--- src/rtl/rename_queue_mw_pkg.sv ---
// rename_queue_mw_pkg: rename-queue entry width and field layout shared by ID pack, queue and IQ unpack
package rename_queue_mw_pkg;
   localparam int RQ_ENTRY_W = 138;
   localparam int INSTR_MSB  = 137;
   localparam int INSTR_LSB  = 106;
   localparam int PC_MSB     = 105;
   localparam int PC_LSB     = 74;
   localparam int OP_MSB     = 73;
   localparam int OP_LSB     = 68;
   localparam int RS_MSB     = 67;
   localparam int RS_LSB     = 63;
   localparam int RT_MSB     = 62;
   localparam int RT_LSB     = 58;
   localparam int RD_MSB     = 57;
   localparam int RD_LSB     = 53;
   localparam int SA_MSB     = 52;
   localparam int SA_LSB     = 48;
   localparam int FN_MSB     = 47;
   localparam int FN_LSB     = 42;
   localparam int IMM_MSB    = 41;
   localparam int IMM_LSB    = 26;
   localparam int TGT_MSB    = 25;
   localparam int TGT_LSB    = 0;
endpackage

--- src/rtl/rename_queue_mw_prefix_cnt.sv ---
// rename_queue_mw_prefix_cnt: length of the run of ones starting at bit 0
module rename_queue_mw_prefix_cnt #(
   parameter int W = 2
) (
   input  logic [W-1:0]               vec,
   output logic [$clog2(W+1)-1:0]     cnt
);
   localparam int CW = $clog2(W + 1);
   logic run;
   // count lanes until the first gap; anything above a gap is ignored
   always_comb begin
      cnt = '0;
      run = 1'b1;
      for (int i = 0; i < W; i++) begin
         run = run & vec[i];
         cnt = cnt + CW'(run);
      end
   end
endmodule

--- src/rtl/rename_queue_mw.sv ---
// rename_queue_mw: multi-lane in-order circular rename queue between ID and IQ, first-word-fall-through
module rename_queue_mw
   import rename_queue_mw_pkg::*;
#(
   parameter int DEPTH   = 8,
   parameter int ENTRY_W = RQ_ENTRY_W,
   parameter int ENQ_W   = 2,
   parameter int DEQ_W   = 2
) (
   input  logic                          CLK,
   input  logic                          RESET,
   input  logic                          FLUSH,
   input  logic [ENQ_W-1:0]              enq_valid,
   input  logic [ENQ_W*ENTRY_W-1:0]      enq_data,
   output logic                          enq_ready,
   output logic [DEQ_W-1:0]              deq_valid,
   output logic [DEQ_W*ENTRY_W-1:0]      deq_data,
   input  logic [$clog2(DEQ_W+1)-1:0]    deq_take,
   output logic [$clog2(DEPTH+1)-1:0]    count,
   output logic                          full,
   output logic                          empty
);
   localparam int PW = $clog2(DEPTH);
   localparam int CW = $clog2(DEPTH + 1);
   localparam int EW = $clog2(ENQ_W + 1);
   logic [DEPTH-1:0][ENTRY_W-1:0] mem;
   logic [PW-1:0] head_ptr, tail_ptr;
   logic [CW-1:0] cnt, n_deq, count_next;
   logic [EW-1:0] n_prefix, n_enq;
   logic clear;
   rename_queue_mw_prefix_cnt #(.W(ENQ_W)) u_prefix (.vec(enq_valid), .cnt(n_prefix));
   assign clear      = RESET | FLUSH;
   assign enq_ready  = cnt <= CW'(DEPTH - ENQ_W);
   assign n_enq      = enq_ready ? n_prefix : '0;
   assign n_deq      = CW'(deq_take) > cnt ? cnt : CW'(deq_take);
   assign count_next = cnt + CW'(n_enq) - n_deq;
   assign count      = cnt;
   assign full       = cnt == CW'(DEPTH);
   assign empty      = cnt == '0;
   for (genvar j = 0; j < DEQ_W; j++) begin : g_deq
      assign deq_valid[j]                    = cnt > CW'(j);
      assign deq_data[j*ENTRY_W +: ENTRY_W]  = mem[head_ptr + PW'(j)];
   end
   // pointer and occupancy update; RESET and FLUSH both drop the whole queue
   always_ff @(posedge CLK) begin
      if (clear) begin
         head_ptr <= '0;
         tail_ptr <= '0;
         cnt      <= '0;
      end else begin
         head_ptr <= head_ptr + PW'(n_deq);
         tail_ptr <= tail_ptr + PW'(n_enq);
         cnt      <= count_next;
      end
   end
   // accepted lanes land at consecutive slots from the tail, wrapping mod DEPTH; array is never reset
   always_ff @(posedge CLK) begin
      for (int i = 0; i < ENQ_W; i++)
         if (!clear && EW'(i) < n_enq) mem[tail_ptr + PW'(i)] <= enq_data[i*ENTRY_W +: ENTRY_W];
   end
   // occupancy bound and contiguous enqueue lanes
   always_ff @(posedge CLK) begin
      if (!RESET) begin
         assert (cnt <= CW'(DEPTH));
         assert ((enq_valid & (enq_valid + ENQ_W'(1))) == '0);
      end
   end
endmodule

--- config.mk ---
export PLATFORM = sky130hd
export DESIGN_NAME = rename_queue_mw
export DESIGN_NICKNAME = d
export VERILOG_FILES = /design/src/rtl/rename_queue_mw_pkg.sv /design/src/rtl/rename_queue_mw_prefix_cnt.sv /design/src/rtl/rename_queue_mw.sv
export SDC_FILE = /design/constraint.sdc
export NUM_CORES = 2
export LEC_CHECK = 0
export CAP_MARGIN = 30
export CELL_PAD_IN_SITES_DETAIL_PLACEMENT = 0
export CELL_PAD_IN_SITES_GLOBAL_PLACEMENT = 1
export CORE_MARGIN = 5
export CORE_UTILIZATION = 46
export CTS_CLUSTER_SIZE = 25
export DETAILED_ROUTE_END_ITERATION = 8
export PLACE_DENSITY = 0.78
export SYNTH_ARGS = -nofsm -noshare
export SYNTH_HDL_FRONTEND = slang
export SYNTH_SLANG_ARGS = --single-unit
--- constraint.sdc ---
create_clock -name CLK -period 3.76 [get_ports CLK]
set_input_delay 0.376 -clock CLK [delete_from_list [all_inputs] [get_ports CLK]]
set_output_delay 0.376 -clock CLK [all_outputs]
set_load 0.005 [all_outputs]
=== Word-level counts from Yosys, hierarchy flattened ===
Cells that the tools add are included.

* Register bits: 1114
* Input port bits: 283
* Output and inout port bits: 285
* Word-level logic and storage cells: 53

* Add/sub/neg operators: 7
* $lt $le $gt $ge: 12
* Eq/ne operators: 1
* Muxes and demuxes: 14
* Bitwise operators: 2
* Reduce and logical (&&, ||, !) cells: 6

{| class="wikitable"
|+ Operators by type and width
! cell !! count
|-
| 1104-bit bitwise mux || 2
|-
| 1104-bit 2-to-1 mux || 2
|-
| 138-bit binary-select mux with 3-bit select || 2
|-
| 138-bit demux with 3-bit select || 2
|-
| 138-bit 2-to-1 mux || 4
|-
| 3-bit by 4-bit less-than comparator with 1-bit output (second input constant) || 4
|-
| 4-bit by 1-bit greater-than comparator with 1-bit output (second input constant) || 2
|-
| 3-bit by 1-bit adder with 3-bit output (second input constant) || 2
|-
| 3-bit by 1-bit >= comparator with 1-bit output (second input constant) || 2
|-
| 4-bit by 2-bit adder with 4-bit output || 1
|-
| 4-bit equality test (second input constant) || 1
|-
| 2-bit by 4-bit greater-than comparator with 1-bit output || 1
|-
| 4-bit by 3-bit less-or-equal comparator with 1-bit output (second input constant) || 1
|-
| 1-bit logical AND || 4
|-
| 4-bit zero test || 1
|-
| 1-bit by 2-bit less-than comparator with 1-bit output (first input constant) || 2
|-
| 4-bit 2-to-1 mux || 1
|-
| 4-bit subtractor || 1
|-
| 3-bit by 2-bit adder with 3-bit output || 1
|-
| 3-bit adder || 1
|-
| 1-bit by 1-bit adder with 2-bit output || 1
|-
| 2-bit 2-to-1 mux || 1
|-
| 1-bit AND || 1
|-
| 1-bit zero test || 1
|-
| 1-bit OR || 1
|}

=== Depth between registers and ports, before layout ===
* Depth after elaboration: 8
* Mapped depth: 17
* Depth with buffers taken out: 14

=== Hierarchy ===
From an unflattened synthesis, not the netlist that was laid out.

* Cells, all modules: 7144
* Area, all modules: 70994.3 sq um

{| class="wikitable"
|+ Modules (own cells, without submodules)
! module !! times used !! cells an instance !! area each (sq um) !! seq. area each (sq um)
|-
| rename_queue_mw || 1 || 7142 || 70978.1 || 22301.4
|-
| rename_queue_mw_prefix_cnt || 1 || 2 || 16.3 || 0.0
|}

=== Least setup slack after synthesis ===
Ideal clock, no wire load.

* Kind: flip-flop to flip-flop
* Start: register cnt[3], in the netlist count[3]
* End: register cnt[3], in the netlist count[3]
* Arrival time: 2.982 ns
* Setup slack: 0.658 ns
* Cell stages (with the launch flop): 18
* Buffers on the path: 4
* Clock period less this slack: 3.102 ns
* Cell sequence: dfxtp_1 -> inv_1 -> ha_1 -> a21bo_2 -> buf_2 -> nand2_1 -> inv_1 -> buf_2 -> buf_2 -> clkbuf_1 -> nand3_1 -> inv_1 -> ha_1 -> or2_2 -> ha_1 -> a21oi_1 -> xnor2_1 -> nor2_1

* Word-level cells in the longest chain between the ends: 4
* Elaborated cells on any way between the ends: 6
* Classes of those cells: add/sub: 2; order compare: 2; mux: 2

{| class="wikitable"
|+ RTL lines
! element !! line !! source
|-
| start, declared || rename_queue_mw.sv:28 || <nowiki>logic [CW-1:0] cnt, n_deq, count_next;</nowiki>
|-
| start signal, assigned || rename_queue_mw.sv:53 || <nowiki>cnt <= count_next;</nowiki>
|-
| 4-bit by 3-bit less-or-equal comparator with 1-bit output || rename_queue_mw.sv:33 || <nowiki>assign enq_ready = cnt <= CW'(DEPTH - ENQ_W);</nowiki>
|-
| net enq_ready || rename_queue_mw.sv:15 || <nowiki>output logic enq_ready,</nowiki>
|-
| 2-bit 2-to-1 mux || rename_queue_mw.sv:34 || <nowiki>assign n_enq = enq_ready ? n_prefix : '0;</nowiki>
|-
| 4-bit by 2-bit adder with 4-bit output || rename_queue_mw.sv:36 || <nowiki>assign count_next = cnt + CW'(n_enq) - n_deq;</nowiki>
|-
| 4-bit subtractor || rename_queue_mw.sv:36 ||
|}

The timed path passes the listed nets, and every way through them passes these cells.
A chain may end at the register's enable or synchronous reset.

=== Worst setup path in the final report ===
* Start: register head_ptr[1]
* End: output port deq_data[58]

* Word-level cells in the longest chain between the ends: 2

{| class="wikitable"
|+ RTL lines
! element !! line !! source
|-
| start, declared || rename_queue_mw.sv:27 || <nowiki>logic [PW-1:0] head_ptr, tail_ptr;</nowiki>
|-
| start signal, assigned || rename_queue_mw.sv:51 || <nowiki>head_ptr <= head_ptr + PW'(n_deq);</nowiki>
|-
| 138-bit binary-select mux with 3-bit select || rename_queue_mw.sv:42 || <nowiki>assign deq_data[j*ENTRY_W +: ENTRY_W] = mem[head_ptr + PW'(j)];</nowiki>
|-
| 138-bit 2-to-1 mux (not written as such) || rename_queue_mw.sv:42 ||
|-
| end, declared || rename_queue_mw.sv:17 || <nowiki>output logic [DEQ_W*ENTRY_W-1:0] deq_data,</nowiki>
|}

No other way between the ends. The select of a mux whose other input is x is not followed.

==> run metrics <==
result of the run finished, violations left; violations in the final reports negative setup slack; drt wl/cell 31.6 µm; clock latency on the worst-skew pair approximately 790 ps; crit-path cells buf_12 -> buf_12 -> mux4_2 -> mux2_2 -> clkdlybuf4s50_1; Bufs on Longest Clock Path 3; number of cells on the worst reg-to-reg path 9; hold violation count in the final report 0; IO Pins 568; peak ir drop on the vdd network 769 µV; Syn Inst Count 7,695; count of TritonRoute iterations in the first routing pass 6; routed wire length ~300,000 µm; most instantiated library cell after synthesis sky130_fd_sc_hd__o21ai_0; cell types with the largest area share after synthesis sky130_fd_sc_hd__dfxtp_1, sky130_fd_sc_hd__mux4_2, sky130_fd_sc_hd__o21ai_0, sky130_fd_sc_hd__a2bb2oi_1, sky130_fd_sc_hd__clkbuf_1; placeable core region 0.150 mm²; number of antenna violations at the first check in global routing 27; all-layer global routing usage 0.367; Final GP Congestion 0.826; Post-CTS Hold Buffers 0; number of standard cells in the final layout excluding fillers 9,616; largest fanout on the critical path 70; EDFF count, synth 0; portion of the clock cycle consumed by the worst path in the final layout 1.00; Placed Instance Area roughly 0.076 mm²; instance count along the most critical hold path 4; RSZ-0062 raised after global routing no; Worst Min Path Start enq_valid[0]; Starting Density 0.463; most frequently used flop master after synthesis sky130_fd_sc_hd__dfxtp_1; number of buffers added by the clock tree synthesis step 134; Final WS setup -3.08 ps; Worst Setup Start Kind flip-flop; minimum clock period after layout 3760 ps; clock-pin slew on the worst setup and hold paths 60 ps; area delta synth->final 16.7%; number of max-slew violations in the final report 0; overflow left after global routing 0; summed area of non-filler cells in the final layout 0.0809 mm²; P per Cell Area 678 mW/mm²; slew at the pin closest to its max-slew limit between 1000 and 1500 ps; fraction of layout instances using a drive strength above 1 0.168; number of storage elements in the synthesis netlist 1,114; via-per-instance ratio 7.23; PnR Total Power ~55 mW; Horiz. Die Dim approximately 400 µm; CTS tree done; Finished Core Util 0.540; maximum number of pins on one net before global-route repair 181; leading cell types by count after synthesis sky130_fd_sc_hd__o21ai_0, sky130_fd_sc_hd__dfxtp_1, sky130_fd_sc_hd__clkbuf_1; max_slew headroom 0.0997; average instance area after synthesis approximately 9 µm²; beginning of the critical path head_ptr[1]; arrival time at the worst endpoint 3390 ps; portion of synthesized cell area occupied by the leading cell type 0.322; cell area after synthesis between 0.06 and 0.07 mm²; placed instance count 9,343; chip height 398 µm; worst hold path class input pin to flip-flop; most frequent cell on the critical path sky130_fd_sc_hd__buf_12; Root Buffer sky130_fd_sc_hd__clkbuf_16; # setup viols final 1; HPWL Detailed between 150,000 and 200,000 µm; max-cap violation count 0; leakage power 27.0 nW; cell with the largest stage delay on the worst path sky130_fd_sc_hd__clkdlybuf4s50_1; post-detailed-route DRC marker count 0; largest stage delay on the critical path 580 ps; source of the worst register-to-register timing path count[3]; initial detailed-routing violation count 9,573; Yosys Warn Count 0; Placement Rows 142; CTS H-tree lvls 4; async set or reset register ratio after synthesis 0; number of routed nets with antenna violations 0; total of buffers placed on input and output ports 567; required time of the worst setup path about 3400 ps; die outline area between 0.15 and 0.2 mm²; Setup TNS Final -3.08 ps; via count of the first global-routing pass 67,100; Nets between 7,000 and 8,000; CP Class flip-flop to output port; detailed-route via count 69,500; Yosys top cell by area sky130_fd_sc_hd__dfxtp_1; Netlist cell types 40; sequential fraction of the synthesis area 0.322; total number of clock tree sinks 1,114; first-pass GRT wire length 446,000 µm; post-synthesis net count approximately 8,000; Max Fclk between 200 and 300 MHz; critical path capture point type output port; maximum clock skew at final layout between 20 and 25 ps
kinds of logic (layout without fill, tap and decap cells):
logic type	count (synthesis)	in the layout	synth area share
and+or+nand+nor	1836	1836	0.132
muxes	967	967	0.244
adders and majority gates	19	19	0.00375
xor gates and xnor gates	9	9	0.00114
other	0	16	0
buffers and inverters	1127	1016	0.0631
AOI/OAI and AO/OA	2623	2623	0.234
DFF	1114	1114	0.322
timing repair:
item | 4_1_cts | 5_1_grt
pin swaps | 1 | 0
resized for setup | 7 | 11
cloned | 2 | 5
buffers inserted | 4 | 6
endpoints found under the setup margin | 206 | 162
sequential cells by signal, indices dropped and copies added, names as in the netlist:
register	count
head_ptr	3
tail_ptr	3
count	4
mem	1104
layout by cell type, fill, tap and decap left out, types with 239 or more instances in the layout:
cell / instances
sky130_fd_sc_hd__clkdlybuf4s50_1: 565
sky130_fd_sc_hd__nor3_1: 422
sky130_fd_sc_hd__a21oi_1: 379
sky130_fd_sc_hd__mux4_2: 552
sky130_fd_sc_hd__nor2_1: 424
sky130_fd_sc_hd__a2bb2oi_1: 682
sky130_fd_sc_hd__nand2_1: 283
sky130_fd_sc_hd__o21ai_0: 1242
sky130_fd_sc_hd__mux2_2: 277
sky130_fd_sc_hd__nor4_1: 239
sky130_fd_sc_hd__a31oi_1: 284
sky130_fd_sc_hd__dfxtp_1: 1110
report_power, final:
part           switching (mW)  internal (mW)  total (mW)  leakage (nW)
clock network            5.63           8.02        13.7          2.22
logic                    12.0           12.4        24.4          15.6
registers                2.02           14.8        16.8          9.15
total                    19.7           35.2        54.8          27.0
cell type report:
| class | instances | area [µm²] |
|---|---|---|
| inverters | 14 | 60.1 |
| multi-input cells | 5454 | 42900 |
| clock inverters | 33 | 449 |
| repair buffers | 762 | 8520 |
| well taps | 2016 | 2520 |
| clock buffers | 207 | 4080 |
| diodes | 16 | 40.0 |
| fillers | 13400 | 68900 |
| flip-flops and latches | 1114 | 22300 |
routing by layer:
layer / up-vias / track usage / wire, µm
met3: 920 / 0.0920 / 39700
met1: 34200 / 0.492 / 116000
li1: 29100 / - / -
met5: - / 0 / 125
met2: 5334 / 0.561 / 134000
met4: 20 / 0.164 / 14400
final timing paths:
check | end | slack [ps]
worst min register to register | mem[320] | 480
worst max-delay path | deq_data[58] | -3
worst max register to register | mem[638] | 500
worst min-delay path | mem[962] | 170
through the flow:
stage / worst slack (ps) / hold slack [ps]
5_1_grt: 2.78 / 170
3_5_place_dp: 353 / 476
6_report: -3.08 / 168
3_3_place_gp: 299 / 465
4_1_cts: -27.3 / 104
2_1_floorplan: 658 / 452
worst max-delay path: cells and delay by family, from the launching register on:
kind | cells | cell delay (ps)
buf+inv | 3 | 1410
mux | 2 | 680
flops | 1 | 420
(Power assumes the default switching activity.)
==> edit, RTL diff (same flow settings) <==
Put one more register stage on the output `count`, without a reset. The value now appears one clock later. The other outputs are not delayed to match.
--- a/src/rtl/rename_queue_mw.sv
+++ b/src/rtl/rename_queue_mw.sv
@@ -35,5 +35,7 @@
    assign n_deq      = CW'(deq_take) > cnt ? cnt : CW'(deq_take);
    assign count_next = cnt + CW'(n_enq) - n_deq;
-   assign count      = cnt;
+   always_ff @(posedge CLK) begin
+      count <= cnt;
+   end
    assign full       = cnt == CW'(DEPTH);
    assign empty      = cnt == '0;
Check against the original RTL: not equivalent (Yosys sat finds a counterexample within 4 cycles, from zero or initial values).
==> edit against the original RTL <==
Clock skew is 11 ps higher. Cell area decreased by 1.0%. Highest routed layer unchanged. First-iteration DRC count is 42% lower. Largest power group unchanged. Wire length shrank 14%. Largest cell class unchanged. Setup slack improved by 87 ps. Total power is 3.2% lower. Sequential cell count is 4 higher. Area after synthesis decreased by 1.9%.
==> edit: results (changes against the original RTL) <==
| Metric | Value |
|---|---|
| Outcome | `complete, no violations (was finished, violations left)` |
| Initial antenna violation count | `43 (was 27)` |
| DRT iter0 DRCs | `5523 (was 9573)` |
| Peak supply drop | `618 uV (was 769 uV)` |
| Num rows | `141 (was 142)` |
| # fillers | `12500 (was 13400)` |
| DP HPWL | `141000 um (was 159000 um)` |
| Router iterations before antenna repair | `5 (was 6)` |
| Detailed Route WL | `262000 um (was 304000 um)` |
| Xor/xnor share of the synthesized area | `0.116% (was 0.114%)` |
| Root Buffer | `clkbuf_16 (unchanged)` |
| CP arrival | `3300 ps (was 3390 ps)` |
| Nets | `6101 (was 7782)` |
| Avg Vias per Cell | `7.18 (was 7.23)` |
| Post-synthesis mux area share | `42.9% (was 24.4%)` |
| First-pass GRT wire length | `384000 um (was 446000 um)` |
| Syn avg cell area | `12.0 um^2 (was 9.01 um^2)` |
| Leakage | `30.0 nW (was 27.0 nW)` |
| Post-Synth Adder-Cell Area | `0.382% (was 0.375%)` |
| Share of cells above drive strength 1 | `36.3% (was 16.8%)` |
| Clock skew | `36.3 ps (was 25.0 ps)` |
| Synth cell types | `48 (was 40)` |
| Register area share after synthesis | `32.9% (was 32.2%)` |
| Synth Area in Compound Gates | `13.0% (was 23.4%)` |
| Number of global-route vias before repair | `57900 (was 67100)` |
| Total track usage | `32.2% (was 36.7%)` |
| Post-Syn Nets | `5950 (was 7997)` |
| Worst Setup SP | `head_ptr[0] (was head_ptr[1])` |
| Wire per inst | `33.3 um (was 31.6 um)` |
| Largest net degree at the start of global routing | `201 (was 181)` |
| Synth cell count leaders | `mux2_2 (1222), dfxtp_1 (1118), a32o_1 (690) (was o21ai_0 (1242), dfxtp_1 (1114), clkbuf_1 (863))` |
| Synth area leaders | `dfxtp_1 (33%), mux2_2 (20%), mux4_2 (18%), a32o_1 (10%), mux2i_1 (4.0%) (was dfxtp_1 (32%), mux4_2 (18%), o21ai_0 (9.0%), a2bb2oi_1 (8.6%), clkbuf_1 (4.7%))` |
==> edit: cell types whose count changed after synthesis, sizes merged, moves of 285 or more <==
cell	change
o21ai	-1242
mux2	+967
a32o	+690
a2bb2oi	-545
nor3	-421
clkbuf	-415
nor2	-414
nand2	-285
==> edit: worst max-delay path, cell delays in order, from the launching register on <==
cell and delay (ps):
dfxtp_4 350, buf_4 160, ha_4 280, buf_4 230, buf_16 300, mux4_2 350, mux2_2 270, clkdlybuf4s50_1 570
==> edit: report_power, final <==
| part | switching (mW) | total (mW) | internal, mW | leakage [nW] |
|---|---|---|---|---|
| logic | 10.0 | 23.2 | 13.2 | 18.6 |
| clock network | 5.47 | 13.5 | 7.99 | 2.21 |
| registers | 1.90 | 16.4 | 14.5 | 9.16 |
==> edit: repair_timing <==
item                                    4_1_cts  5_1_grt
pin swaps                                     1        0
cloned                                        2        2
buffers inserted                              6        0
resized for setup                             7        3
hold buffers                                  0        0
endpoints found under the setup margin      175       42
==> edit: worst paths after layout <==
kind,cells past startpoint,to
worst max-delay path,7,deq_data[198]
worst min-delay path,4,tail_ptr[1]
worst max register to register,9,mem[824]
worst min register to register,0,count[3]
==> edit: logic make-up (layout without fill, tap and decap cells) <==
family	after synthesis	in the layout
xor gates and xnor gates	9	9
adders and majority gates	19	19
AOI/OAI and AO/OA	975	975
buffers and inverters	842	1098
muxes	2071	2071
other	0	29
and+or+nand+nor	614	614
DFF	1118	1118
==> edit: stage by stage <==
step                      hold WS, ps  worst slack (ps)
after detailed placement          407               278
after CTS                        52.3              12.0
after global routing              127             0.849
final                             129              84.3
after floorplan                   355               851
after global placement            405               205
==> edit: area by class of cell <==
| type | instances | area [um^2] | area share (%) |
|---|---|---|---|
| clock inverters | 36 | 508 | 0.634 |
| flip-flops and latches | 1118 | 22400 | 28.0 |
| inverters | 152 | 587 | 0.733 |
| diodes | 29 | 72.6 | 0.0906 |
| well taps | 1930 | 2410 | 3.02 |
| multi-input cells | 3688 | 42200 | 52.7 |
| repair buffers | 706 | 7910 | 9.87 |
| clock buffers | 204 | 3980 | 4.97 |
==> edit: layer usage <==
metal  wire (um)  GRT usage [%]  vias up  part of all wire, %
li1            -              -    23200                    -
met1      102000           41.2    29200                   39
met2      123000           52.0     3319                   47
met3       25300           7.00      733                  9.7
met4       11900           15.6       20                  4.6
met5         129              0        -                0.049
